--- src/rtl/mont_pkg.sv ---
`default_nettype none
// ============================================================================
// Module      : mont_pkg
// Description : Shared widths, derived counts and FSM state encoding for the
//               mont_exp host front end.
// Revision    : 1.0 - initial release
// ============================================================================
package mont_pkg;

    localparam int W_OP    = 192;                // operand / result width
    localparam int W_BUS   = 32;                 // stream word width
    localparam int N_WORDS = W_OP / W_BUS;       // words per operand
    localparam int IDX_W   = $clog2(N_WORDS);    // word index width
    localparam int CNT_W   = $clog2(2 * N_WORDS);// stream word counter width

    typedef enum logic [1:0] {
        LOAD  = 2'd0,
        ISSUE = 2'd1,
        WAIT  = 2'd2,
        DRAIN = 2'd3
    } state_t;

endpackage
`default_nettype wire

--- src/rtl/mont_word_shift.sv ---
`default_nettype none
// ============================================================================
// Module      : mont_word_shift
// Description : Wide register with a word-indexed write port, a full-width
//               capture port and a word-indexed read mux.
// Revision    : 1.0 - initial release
// ============================================================================
module mont_word_shift
    import mont_pkg::*;
#(
    parameter int WIDTH = W_OP,
    parameter int WORD  = W_BUS
) (
    input  logic                            clk,
    input  logic                            rst_n,
    input  logic                            wr_en,
    input  logic [$clog2(WIDTH/WORD)-1:0]   wr_idx,
    input  logic [WORD-1:0]                 wr_data,
    input  logic                            cap_en,
    input  logic [WIDTH-1:0]                cap_data,
    input  logic [$clog2(WIDTH/WORD)-1:0]   rd_idx,
    output logic [WIDTH-1:0]                q,
    output logic [WORD-1:0]                 rd_data
);

    localparam int NW   = WIDTH / WORD;
    localparam int IW   = $clog2(NW);

    logic [WIDTH-1:0] r_q;

    // Full-width capture wins over a single-word write; both hold otherwise.
    always_ff @(posedge clk or negedge rst_n) begin
        if (!rst_n) begin
            r_q <= '0;
        end else if (cap_en) begin
            r_q <= cap_data;
        end else if (wr_en) begin
            for (int i = 0; i < NW; i++) begin
                if (wr_idx == IW'(i)) begin
                    r_q[i*WORD +: WORD] <= wr_data;
                end
            end
        end
    end

    // Word select for the read side; indices past the last word read zero.
    always_comb begin
        rd_data = '0;
        for (int i = 0; i < NW; i++) begin
            if (rd_idx == IW'(i)) begin
                rd_data = r_q[i*WORD +: WORD];
            end
        end
    end

    assign q = r_q;

endmodule
`default_nettype wire

--- src/rtl/mont_exp_host.sv ---
`default_nettype none
// ============================================================================
// Module      : mont_exp_host
// Description : Stream-to-wide front end for mont_exp. Packs x and y from
//               32-bit words, runs the start/done handshake, then streams z
//               back out least-significant word first.
//               Optional macro MONT_EXP_HOST_TIMEOUT_EN adds a done timeout
//               that aborts the operation and raises err.
// Revision    : 1.0 - initial release
// ============================================================================
module mont_exp_host
    import mont_pkg::*;
#(
    parameter int unsigned TIMEOUT_CYC = 65535
)
(
    input  logic             clk,
    input  logic             rst_n,
    input  logic             in_valid,
    output logic             in_ready,
    input  logic [W_BUS-1:0] in_data,
    output logic [W_OP-1:0]  exp_x,
    output logic [W_OP-1:0]  exp_y,
    output logic             exp_start,
    input  logic             exp_done,
    input  logic [W_OP-1:0]  exp_z,
    output logic             out_valid,
    input  logic             out_ready,
    output logic [W_BUS-1:0] out_data,
    output logic             out_last,
    output logic             busy,
    output logic             err
);

    state_t             r_state;
    state_t             w_next;
    logic [CNT_W-1:0]   r_cnt;
    logic               r_in_ready;
    logic               r_start;
    logic               w_in_fire;
    logic               w_out_fire;
    logic               w_load_last;
    logic               w_drain_last;
    logic               w_is_y;
    logic [IDX_W-1:0]   w_wr_idx;
    logic [IDX_W-1:0]   w_rd_idx;
    logic               w_capture;
    logic               w_timeout;
    logic [W_BUS-1:0]   w_z_word;
    logic [W_BUS-1:0]   w_x_rd;
    logic [W_BUS-1:0]   w_y_rd;
    logic [W_OP-1:0]    w_z_q;
    logic               w_unused_sink;

    assign w_in_fire    = in_valid && r_in_ready;
    assign w_out_fire   = (r_state == DRAIN) && out_ready;
    assign w_load_last  = (r_cnt == CNT_W'(2 * N_WORDS - 1));
    assign w_drain_last = (r_cnt == CNT_W'(N_WORDS - 1));
    assign w_is_y       = (r_cnt >= CNT_W'(N_WORDS));
    assign w_wr_idx     = IDX_W'(w_is_y ? (r_cnt - CNT_W'(N_WORDS)) : r_cnt);
    assign w_rd_idx     = IDX_W'(r_cnt);
    assign w_capture    = (r_state == WAIT) && exp_done;

    // State register.
    always_ff @(posedge clk or negedge rst_n) begin
        if (!rst_n) begin
            r_state <= LOAD;
        end else begin
            r_state <= w_next;
        end
    end

    // Next-state decode plus the outputs that follow the current state.
    always_comb begin
        w_next    = r_state;
        out_valid = 1'b0;
        out_last  = 1'b0;
        out_data  = '0;
        busy      = !((r_state == LOAD) && (r_cnt == '0));
        case (r_state)
            LOAD:  if (w_in_fire && w_load_last) w_next = ISSUE;
            ISSUE: w_next = WAIT;
            WAIT: begin
                if (exp_done)       w_next = DRAIN;
                else if (w_timeout) w_next = LOAD;
            end
            DRAIN: begin
                out_valid = 1'b1;
                out_last  = w_drain_last;
                out_data  = w_z_word;
                if (w_out_fire && w_drain_last) w_next = LOAD;
            end
            default: w_next = LOAD;
        endcase
    end

    // in_ready and exp_start are registered from the next state so they are
    // glitch-free and in_ready stays low for the first cycle after reset.
    always_ff @(posedge clk or negedge rst_n) begin
        if (!rst_n) begin
            r_in_ready <= 1'b0;
            r_start    <= 1'b0;
        end else begin
            r_in_ready <= (w_next == LOAD);
            r_start    <= (w_next == ISSUE) || (w_next == WAIT);
        end
    end

    // Shared word counter: input word index in LOAD, output word index in DRAIN.
    always_ff @(posedge clk or negedge rst_n) begin
        if (!rst_n) begin
            r_cnt <= '0;
        end else if (w_in_fire) begin
            r_cnt <= w_load_last ? '0 : r_cnt + CNT_W'(1);
        end else if (w_out_fire) begin
            r_cnt <= w_drain_last ? '0 : r_cnt + CNT_W'(1);
        end
    end

    mont_word_shift #(.WIDTH(W_OP), .WORD(W_BUS)) u_x (
        .clk      (clk),
        .rst_n    (rst_n),
        .wr_en    (w_in_fire && !w_is_y),
        .wr_idx   (w_wr_idx),
        .wr_data  (in_data),
        .cap_en   (1'b0),
        .cap_data ('0),
        .rd_idx   (w_rd_idx),
        .q        (exp_x),
        .rd_data  (w_x_rd)
    );

    mont_word_shift #(.WIDTH(W_OP), .WORD(W_BUS)) u_y (
        .clk      (clk),
        .rst_n    (rst_n),
        .wr_en    (w_in_fire && w_is_y),
        .wr_idx   (w_wr_idx),
        .wr_data  (in_data),
        .cap_en   (1'b0),
        .cap_data ('0),
        .rd_idx   (w_rd_idx),
        .q        (exp_y),
        .rd_data  (w_y_rd)
    );

    mont_word_shift #(.WIDTH(W_OP), .WORD(W_BUS)) u_z (
        .clk      (clk),
        .rst_n    (rst_n),
        .wr_en    (1'b0),
        .wr_idx   ('0),
        .wr_data  ('0),
        .cap_en   (w_capture),
        .cap_data (exp_z),
        .rd_idx   (w_rd_idx),
        .q        (w_z_q),
        .rd_data  (w_z_word)
    );

    // Ports of the shared register block that this instance set does not use.
    assign w_unused_sink = ^{w_x_rd, w_y_rd, w_z_q};

`ifdef MONT_EXP_HOST_TIMEOUT_EN
    localparam logic [15:0] c_tmo_last = 16'(TIMEOUT_CYC - 1);

    logic [15:0] r_tcnt;
    logic        r_err;

    // Wait-cycle counter: cleared while issuing, counts every WAIT cycle.
    always_ff @(posedge clk or negedge rst_n) begin
        if (!rst_n) begin
            r_tcnt <= '0;
        end else if (r_state == ISSUE) begin
            r_tcnt <= '0;
        end else if (r_state == WAIT) begin
            r_tcnt <= r_tcnt + 16'd1;
        end
    end

    assign w_timeout = (r_state == WAIT) && !exp_done && (r_tcnt == c_tmo_last);

    // Sticky timeout flag, cleared by the next accepted input word.
    always_ff @(posedge clk or negedge rst_n) begin
        if (!rst_n) begin
            r_err <= 1'b0;
        end else if (w_timeout) begin
            r_err <= 1'b1;
        end else if (w_in_fire) begin
            r_err <= 1'b0;
        end
    end

    assign err = r_err;
`else
    assign w_timeout = 1'b0;
    assign err       = 1'b0;
`endif

    assign in_ready  = r_in_ready;
    assign exp_start = r_start;

endmodule
`default_nettype wire

--- config.mk ---
export PLATFORM = sky130hd
export DESIGN_NAME = mont_exp_host
export DESIGN_NICKNAME = d
export VERILOG_FILES = /design/src/rtl/mont_pkg.sv /design/src/rtl/mont_word_shift.sv /design/src/rtl/mont_exp_host.sv
export SDC_FILE = /design/constraint.sdc
export NUM_CORES = 1
export LEC_CHECK = 0
export BUFFER_PORTS_ARGS = -buffer_cell sky130_fd_sc_hd__buf_2
export CAP_MARGIN = 20
export CORE_MARGIN = 3
export CORE_UTILIZATION = 31
export CTS_BUF_LIST = sky130_fd_sc_hd__clkbuf_16
export CTS_CLUSTER_SIZE = 40
export DETAILED_ROUTE_END_ITERATION = 8
export MAX_ROUTING_LAYER = met4
export SYNTH_ARGS = -nofsm -noshare
export SYNTH_HDL_FRONTEND = slang
export SYNTH_SLANG_ARGS = --single-unit
--- constraint.sdc ---
create_clock -name clk -period 2.5 [get_ports clk]
set_clock_uncertainty 0.1 [all_clocks]
set_input_delay 0.125 -clock clk [delete_from_list [all_inputs] [get_ports clk]]
set_output_delay 0.125 -clock clk [all_outputs]
set_load 0.05 [all_outputs]
---- Word-level counts from Yosys, hierarchy flattened ----
Index checks and enable logic that the tools add are counted.
word-level totals
  word-level logic and storage cells ...... 84
  bits of input ports ..................... 229
  output and inout port bits .............. 422
  register bits after elaboration ......... 584
operators by class
  multiplexer cells ....................... 18
  add/subtract/negate cells ............... 2
  eq/ne operators ......................... 17
  reductions and logical operators ........ 29
  magnitude comparators ................... 1
operators with widths
  kind                   count
  $mux W32               7
  $reduce_and A2 Y1      12
  $mux W4                4
  $eq A3 B2 Y1 const B   4
  $eq A3 B3 Y1 const B   4
  $logic_and A1 B1 Y1    8
  $pmux W2 S4            1
  $eq A2 B2 Y1 const B   3
  $eq A3 B1 Y1 const B   2
  $logic_not A3 Y1       2
  $mux W2                3
  $add A4 B1 Y4 const B  1
  $eq A2 B1 Y1 const B   2
  $eq A4 B3 Y1 const B   1
  $eq A4 B4 Y1 const B   1
  $ge A4 B3 Y1 const B   1
  $logic_not A2 Y1       2
  $logic_not A4 Y1       1
  $mux W3                1
  $sub A3 B3 Y3 const B  1
  $logic_not A1 Y1       2
  $mux W1                2
  $reduce_bool A2 Y1     1
  $logic_or A1 B1 Y1     1

---- Logic depth before layout (Yosys ltp) ----
Gate-level depths: netlist of the first run.
  depth in word-level cells ............... 8
  mapped depth ............................ 9
  gate-level depth less buffers ........... 7

---- Modules after synthesis ----
A second synthesis of the first run with hierarchy kept.
unflattened totals
  cells, all modules ...................... 3215
  area, all modules ....................... 31758.0 um2
by module, submodules not included
  module           instances  area an instance (um2)  cells each  seq. area each (um2)
  mont_word_shift  3          10308.6                 1036        4804.6
  mont_exp_host    1          832.0                   107         200.2

---- Worst setup path before layout of the first run ----
OpenSTA, ideal clock, no wires.
  path kind ............................... register to output
  start point ............................. register r_cnt[0]
  end point ............................... output port out_data[12]
  data arrival time ....................... 2.526 ns
  setup slack ............................. -0.251 ns
  required time ........................... 2.275 ns
  cell stages (with the launch flop) ...... 10
  path buffers ............................ 3
  cells stage by stage .................... dfrtp_1 buf_2 inv_1 ha_1 clkbuf_1 buf_1 a21oi_1 o21ai_0 nand3_1 a21oi_1
on the way
  longest elaborated chain between the ends .. 8
  elaborated cells between the ends (all ways) .. 13
  classes of those cells .................. 5 x eq/ne; 7 x mux; 1 x reduce/logical
ends and longest elaborated chain
  what                      RTL line               text
  start: declaration        mont_exp_host.sv:37    logic [CNT_W-1:0] r_cnt;
  start signal: assignment  mont_exp_host.sv:114   r_cnt <= w_load_last ? '0 : r_cnt + CNT_W'(1);
  start signal: assignment  mont_exp_host.sv:116   r_cnt <= w_drain_last ? '0 : r_cnt + CNT_W'(1);
  $logic_not A3 Y1          --
  $mux W32 (5 in series)    mont_word_shift.sv:50  if (rd_idx == IW'(i)) begin
  $mux W32 (*)              mont_word_shift.sv:50
  $mux W32 (*)              mont_exp_host.sv:80    case (r_state)
  end: declaration          mont_exp_host.sv:29    output logic [W_BUS-1:0] out_data,
Mark *: on every way between the ends. The rest lies on a longest branch, timed or not.

---- Final worst setup path of the first run ----
  start point ............................. register r_cnt[1]
  end point ............................... register u_x.r_q[181], in the netlist u_x.q[181]
on the way
  longest elaborated chain between the ends .. 4
  elaborated cells between the ends (all ways) .. 7
  classes of those cells .................. 1 x add/sub; 1 x order compare; 1 x eq/ne; 1 x mux; 3 x reduce/logical
ends and longest elaborated chain
  what                                                 RTL line                                     text
  $ge A4 B3 Y1 or $sub A3 B3 Y3 (tied branches)        mont_exp_host.sv:59, mont_exp_host.sv:60
  $mux W3 or $logic_not A1 Y1 (tied branches)          mont_exp_host.sv:60, mont_exp_host.sv:123
  $eq A3 B3 Y1 or $logic_and A1 B1 Y1 (tied branches)  mont_word_shift.sv:39, mont_exp_host.sv:123
  $reduce_and A2 Y1 (no line) (*)                      --
  end signal: assignment                               mont_word_shift.sv:36                        r_q <= cap_data;
  end signal: indexed assignment                       mont_word_shift.sv:40                        r_q[i*WORD +: WORD] <= wr_data;
  end: declaration                                     mont_word_shift.sv:29                        logic [WIDTH-1:0] r_q;
Marked as above.
A chain may end at the register's enable or synchronous reset.

==> results by group, run 1 <==
Min path
  • Worst hold path class: input port to asynchronous set/reset pin

Floorplanning
  • Io pins: 651
  • Row cnt: 100
  • Die area: 79900 um^2
  • Core area: 75100 um^2
  • Width of the chip: 283 um
  • Chip height: 283 um
  • Starting density of the core: 0.316

Final layout
  • Final cell count without fillers: 3645
  • Layout area overhead: 48.1%
  • Design area: 35100 um^2
  • Layout Nets: 2858
  • Share of cells above drive strength 1: 0.582

Worst setup path
  • RR Startpoint: r_cnt[1]$_DFFE_PN0P_
  • CP Class: flop to flop
  • Critical Path End Type: flop
  • Slowest stage delay, CP: 0.56 ns
  • Reg2reg path depth: 10
  • Worst endpoint data arrival time: 3.11 ns
  • CP max-delay cell: or4_4
  • Req. time, crit path: 2.87 ns
  • CP cell instances: buf_4 > buf_4 > buf_6 > or2_4 > or4_4 > buf_6 > nor2_4 > buf_12 > clkbuf_16 > mux2_2
  • Delay-heaviest family, CP: simple AND/OR/NAND/NOR gates
  • CP startpoint: r_cnt[1]$_DFFE_PN0P_
  • Crit path max fanout: 5
  • Crit path depth: 10
  • CP bufs+invs: 6
  • CP startpoint kind: flop

Routing
  • Initial DRC Count: 978
  • DR WL/cell: 23.3 um
  • Via-to-Cell Ratio: 4.86
  • Wire length on met2: 43100 um
  • 1st-pass router iterations: 5
  • Uppermost routed layer: met4
  • DRT antenna net count: 0
  • Met3 Wirelength: 4930 um
  • Via count: 17700
  • Final wirelength: 84900 um
  • WL met1: 33900 um
  • DRC errors left: 0

CTS
  • Deepest clock path buffer count: 3
  • CTS Root Cell: clkbuf_16
  • Clock Sink Count: 584
  • Worst-skew pair later-pin latency: 0.59 ns
  • CTS tree: yes
  • Reg clk slew, reported paths: 0.07 ns
  • H-Tree Level Count: 3
  • CTS Buf Count: 68

Global routing
  • First-pass GRT wire length: 119000 um
  • Congestion Overflow GR: 0
  • GRT Total Usage: 0.203
  • Vias in the first global route: 18900
  • Initial antenna violation count: 4
  • Largest net degree at the start of global routing: 76

Logic synthesis
  • Syn Area/Cell: 14.1 um^2
  • Sequential share of the synthesized area: 0.616
  • Synth warn: 0
  • Cells after Synth: 1687
  • Synth Cell Area: 23700 um^2
  • Syn Nets: 1923
  • Yosys reg bits: 584
  • Netlist cell types: 43

STA
  • Slew headroom: 0.441
  • Period utilization: 1.10
  • RSZ-0062 raised after global routing: yes
  • Worst-Margin Slew: 0.838 ns
  • Setup WS post-layout: -0.241 ns
  • Hold Fails Final Rpt: 0
  • Final slew viol count: 0
  • Setup violations, final: 128
  • Max Fclk: 0.365 GHz
  • Tmin final: 2.74 ns

Place
  • Port bufs: 649
  • GPL Wtd Cong: 0.869
  • Placed Cells: 3245
  • DP Area: 28700 um^2
  • Post-DP HPWL: 54800 um

Outcome
  • Outcome: complete, but fails checks
  • Failing checks: setup timing

Power and ir drop
  • Maximum VDD drop: 0.874 mV
  • Leakage: 17.1 nW
  • Total Power: 51.6 mW
  • PD cells: 1470 nW/um^2

Flow run
  • Max Cap Violations: 0
## placed cells by master (no fill, tap or decap), types with 8 or more instances in the layout
master / Yosys / routed
a21oi_1: 67 / 33
a21oi_2: 0 / 33
buf_12: 0 / 44
buf_2: 21 / 615
buf_4: 12 / 39
buf_6: 3 / 51
buf_8: 0 / 8
clkbuf_16: 0 / 79
clkinv_1: 0 / 13
clkinv_2: 0 / 8
dfrtp_1: 584 / 584
dlygate4sd3_1: 0 / 227
inv_1: 5 / 13
mux2_1: 20 / 15
mux2_2: 556 / 474
mux2_4: 0 / 87
nand2_1: 106 / 93
nand2b_1: 32 / 32
nand3_1: 32 / 20
nand3_2: 1 / 8
o21ai_0: 95 / 33
o21ai_1: 1 / 25
o21ai_2: 1 / 33
## registers in the layout, indices dropped and copies added (netlist names)
name,count
u_x.q,192
u_y.q,192
u_z.q,192
r_cnt,4
r_state,2
exp_start,1
in_ready,1
## cells in the mapped netlist, drive strengths merged
cell	instances	area (um^2)
nand2b	32	200
nand4	3	18.8
ha	7	87.6
mux2	576	6490
or2	2	12.5
or3b	1	8.76
o31ai	1	7.51
a21o	2	15.0
nand3	33	170
a211o	1	8.76
and2	1	6.26
o2111ai	1	8.76
nand3b	4	30.0
dfrtp	584	14600
a31oi	2	12.5
o22ai	2	12.5
a32oi	1	8.76
buf	41	248
and3	1	6.26
nor3	6	56.3
nor4	3	33.8
nand2	106	398
o211ai	1	12.5
nor2	10	42.5
or4	2	18.8
clkbuf	94	354
o21ai	97	489
conb	1	3.75
inv	5	18.8
a21oi	67	335
## worst register-to-register path: stages (launching register included)
cell	delay, ns
dfrtp_1	0.40
buf_4	0.14
buf_4	0.14
buf_6	0.12
or2_4	0.22
or4_4	0.56
buf_6	0.14
nor2_4	0.13
buf_12	0.16
clkbuf_16	0.16
mux2_2	0.33
## routing by layer
metal  track usage  vias up
met1         0.234     9121
met3        0.0403      154
met5             -        -
met2         0.346      641
li1              -     7788
met4        0.0823        0
## final timing paths
path                            slack, ns                      to
worst min register to register       0.38   u_x.q[46]$_DFFE_PN0P_
min in group clk                     0.07  u_x.q[159]$_DFFE_PN0P_
worst min-delay path                 0.06  u_x.q[180]$_DFFE_PN0P_
max in group asynchronous            1.31  u_x.q[184]$_DFFE_PN0P_
worst max-delay path                -0.24  u_x.q[181]$_DFFE_PN0P_
worst max register to register      -0.24  u_x.q[181]$_DFFE_PN0P_
## through the flow
step | utilization | hold slack, ns | TNS [ns] | setup slack (ns)
after floorplan | - | -0.271 | -2.08 | -0.0699
after global placement | 0.383 | 0.119 | 0 | 0.0923
after detailed placement | 0.383 | 0.108 | 0 | 0.0548
after CTS | 0.454 | 0.0144 | -7.87 | -0.196
after global routing | 0.468 | 0.0203 | -26.49 | -0.294
final | 0.468 | 0.0633 | -16.63 | -0.241
## power breakdown
part           switching, mW  total (mW)  internal (mW)
Combinational           17.3        26.1           8.79
Sequential              2.26        15.7           13.4
Clock                   4.08        9.88           5.80
Total                   23.6        51.6           28.0
## logic make-up (layout without fill, tap and decap cells)
| kind of cell | Yosys count | count (layout) | synth area share |
|---|---|---|---|
| other | 1 | 5 | 0.000158 |
| adder cells (fa/ha/maj) | 7 | 7 | 0.00369 |
| buffers and inverters | 140 | 1125 | 0.0262 |
| AO/OA/AOI/OAI | 175 | 175 | 0.0384 |
| multiplexers | 576 | 576 | 0.273 |
| AND/OR/NAND/NOR | 204 | 204 | 0.0422 |
| flip-flops | 584 | 584 | 0.616 |
## what timing repair did
| item | 4_1_cts | 5_1_grt |
|---|---|---|
| pin swaps | 13 | 34 |
| gates cloned | 5 | 14 |
| hold buffers | 227 | 0 |
| endpoints found under the setup margin | 33 | 175 |
| endpoints found under the hold margin | 683 | 0 |
| setup buffers | 20 | 12 |
| resized for setup | 182 | 189 |
## final cells by class
| type | count | area [um^2] |
|---|---|---|
| inverter | 5 | 26.3 |
| multi-input combinational | 963 | 9420 |
| timing repair buffer | 1000 | 7640 |
| antenna | 4 | 10.0 |
| clock inverter | 51 | 492 |
| sequential | 584 | 14600 |
| clock buffer | 69 | 1730 |
| tap | 969 | 1210 |
| fill | 6548 | 39900 |
(Power assumes the default switching activity.)
==> run 2, diff against run 1 <==
--- a/config.mk
+++ b/config.mk
@@ -8,7 +8,7 @@
 export BUFFER_PORTS_ARGS = -buffer_cell sky130_fd_sc_hd__buf_2
 export CAP_MARGIN = 20
 export CORE_MARGIN = 3
-export CORE_UTILIZATION = 31
+export CORE_UTILIZATION = 30
 export CTS_BUF_LIST = sky130_fd_sc_hd__clkbuf_16
 export CTS_CLUSTER_SIZE = 40
 export DETAILED_ROUTE_END_ITERATION = 8
==> run 2 against run 1 <==
Effect of this change:
- the flow still finishes with violations (setup timing)
- wire length rose by 3.1%
- non-clock buffer count rose by 13
- critical endpoint is now out_data[20]
- cell area rose by 1.3%
- worst hold slack improved by 0.12 ns
- global-route usage fell by 0.079 points
- worst setup slack improved by 0.053 ns
- flip-flop and latch count did not move
==> results by group, run 2 (synthesis gave the netlist of run 1 again) <==
Final layout
  • Most frequent cells in the layout: buf_2 (615), dfrtp_1 (584), mux2_2 (444), dlygate4sd3_1 (230), mux2_4 (119)
  • Layout Nets: 2871 (+0.45%)
  • Commonest non-fill, non-tap cell in the layout: buf_2
  • Layout area overhead: 50.1%
  • Share of cells above drive strength 1: 0.587 (+0.00522)
  • Design area: 35600 um^2 (+1.3%)

Place
  • DP Area: 28700 um^2 (about the same)
  • GPL Wtd Cong: 0.851 (-2.0%)
  • Post-DP HPWL: 54800 um (about the same)
  • Port bufs: 649 (unchanged)

STA
  • Worst-Margin Slew: 0.662 ns (-0.176 ns)
  • Period utilization: 1.08 (-0.0211)
  • Final slew viol count: 0 (unchanged)
  • Setup violations, final: 114 (-11%)
  • Slew headroom: 0.559 (+0.117)
  • Max Fclk: 0.372 GHz (+2.0%)
  • RSZ-0062 raised after global routing: yes
  • Setup WS post-layout: -0.188 ns (+0.0527 ns)
  • Tmin final: 2.69 ns (-0.0527 ns)
  • Hold Fails Final Rpt: 0 (unchanged)

CTS
  • CTS Root Cell: clkbuf_16
  • Clock Sink Count: 584 (unchanged)
  • Deepest clock path buffer count: 3 (unchanged)
  • CTS Buf Count: 68 (unchanged)
  • Worst-skew pair later-pin latency: 0.61 ns (+0.02 ns)
  • CTS tree: yes
  • H-Tree Level Count: 3 (unchanged)
  • Reg clk slew, reported paths: 0.05 ns (-0.02 ns)

Routing
  • Via-to-Cell Ratio: 4.84 (-0.40%)
  • 1st-pass router iterations: 5 (unchanged)
  • Via count: 18100 (+2.0%)
  • DR WL/cell: 23.5 um (+0.73%)
  • Final wirelength: 87600 um (+3.1%)
  • Initial DRC Count: 804 (-18%)
  • DRT antenna net count: 0 (unchanged)
  • DRC errors left: 0 (unchanged)

Floorplanning
  • Core area: 77800 um^2 (+3.7%)
  • Io pins: 651 (unchanged)
  • Width of the chip: 287 um (+1.6%)
  • Die area: 82500 um^2 (+3.3%)
  • Row cnt: 102 (+2.0%)
  • Chip height: 287 um (+1.6%)
  • Starting density of the core: 0.305 (-0.0113)

Global routing
  • GRT Total Usage: 0.202 (-0.000789)
  • Initial antenna violation count: 6 (+2)
  • First-pass GRT wire length: 123000 um (+3.7%)
  • Congestion Overflow GR: 0 (unchanged)
  • Largest net degree at the start of global routing: 80 (+5.3%)
  • Vias in the first global route: 19600 (+3.4%)

Power and ir drop
  • Maximum VDD drop: 1.09 mV (+25%)
  • PD cells: 1460 nW/um^2 (-0.79%)
  • Leakage: 17.2 nW (+0.69%)
  • Total Power: 51.9 mW (+0.55%)

Worst setup path
  • Critical Path End Type: primary output
  • Req. time, crit path: 2.28 ns (-0.59 ns)
  • CP startpoint kind: flop
  • CP max-delay cell: dfrtp_1
  • CP Class: flop to primary output
  • CP cell instances: buf_6 > inv_6 > ha_4 > buf_6 > nand3b_1 > buf_6 > buf_12 > o21ai_2 > a21oi_2 > buf_6
  • Crit path max fanout: 9 (+4)
  • Worst endpoint data arrival time: 2.46 ns (-0.65 ns)
  • Slowest stage delay, CP: 0.40 ns (-0.16 ns)
  • Crit-path most repeated cell: buf_6

Flow run
  • Max Cap Violations: 0 (unchanged)

Outcome
  • Failing checks: setup timing
  • Outcome: complete, but fails checks

Min path
  • Worst hold path class: input port to flop
run 2: changes by cell type in the layout (fill, tap and decap cells not counted), moves of 4 or more:
cell	change
mux2_4	+32
mux2_2	-30
nand3_1	-10
buf_4	+9
inv_1	+7
nand3_4	+7
a21oi_2	-5
buf_16	+5
a21oi_4	+4
buf_8	-4
bufinv_16	-4
run 2: repair_timing:
item / 4_1_cts / 5_1_grt
gates cloned: 12 / 15
gates resized for setup: 274 / 182
endpoints found under the hold margin: 1127 / 0
buffers inserted: 29 / 12
hold buffers: 231 / 0
pin swaps: 39 / 21
setup endpoints to repair: 41 / 216
run 2: cell type report:
type / instances / area, um^2
antenna: 7 / 17.5
clock buffer: 68 / 1700
clock inverter: 51 / 382
fill: 6930 / 42200
inverter: 5 / 27.5
multi-input combinational: 963 / 9740
sequential: 584 / 14600
tap: 1040 / 1300
timing repair buffer: 1013 / 7830
run 2: metal layers:
layer  vias to the layer above  part of all wire  GRT usage
met1                      9312              0.40      0.234
met5                         -                 0          -
met3                       188             0.059     0.0391
met2                       717              0.51      0.346
li1                       7833                 -          -
met4                         0             0.036     0.0801
run 2: stage by stage:
step                      setup TNS, ns  std cells  hold slack [ns]  setup WS (ns)   util
final                             -7.51       3731            0.188         -0.188  0.457
after global placement                0       3313           0.0652         0.0380  0.369
after detailed placement        -0.0777       3313           0.0649        -0.0120  0.369
after global routing             -18.15       3731            0.159         -0.258  0.457
after floorplan                   -2.08       1687           -0.271        -0.0699      -
after CTS                         -7.14       3703            0.127         -0.174  0.444
run 2: power by group:
part | leakage [nW] | total [mW] | internal [mW] | switching, mW
clock network | 1.09 | 9.41 | 5.31 | 4.09
logic | 8.77 | 26.9 | 9.20 | 17.7
registers | 7.39 | 15.6 | 13.4 | 2.22
run 2: worst max-delay path, delay by kind of cell, from the launching register on:
| kind | cells | cell delay, ns |
|---|---|---|
| AND/OR/NAND/NOR | 1 | 0.14 |
| AO/OA/AOI/OAI | 2 | 0.26 |
| flip-flops | 1 | 0.40 |
| adder cells (fa/ha/maj) | 1 | 0.18 |
| buffers and inverters | 6 | 0.90 |
run 2: path summary, 6_finish.rpt:
path	from	end	slack [ns]	cells past startpoint
max	r_cnt[1]$_DFFE_PN0P_	out_data[20]	-0.19	10
min	exp_z[138]	u_z.q[138]$_DFFE_PN0P_	0.19	3
max reg2reg	r_cnt[0]$_DFFE_PN0P_	u_x.q[132]$_DFFE_PN0P_	-0.09	9
min reg2reg	u_y.q[93]$_DFFE_PN0P_	u_y.q[93]$_DFFE_PN0P_	0.38	1
max in group asynchronous	rst_n	u_y.q[179]$_DFFE_PN0P_	0.46	4
min in group asynchronous	rst_n	u_y.q[107]$_DFFE_PN0P_	0.52	3
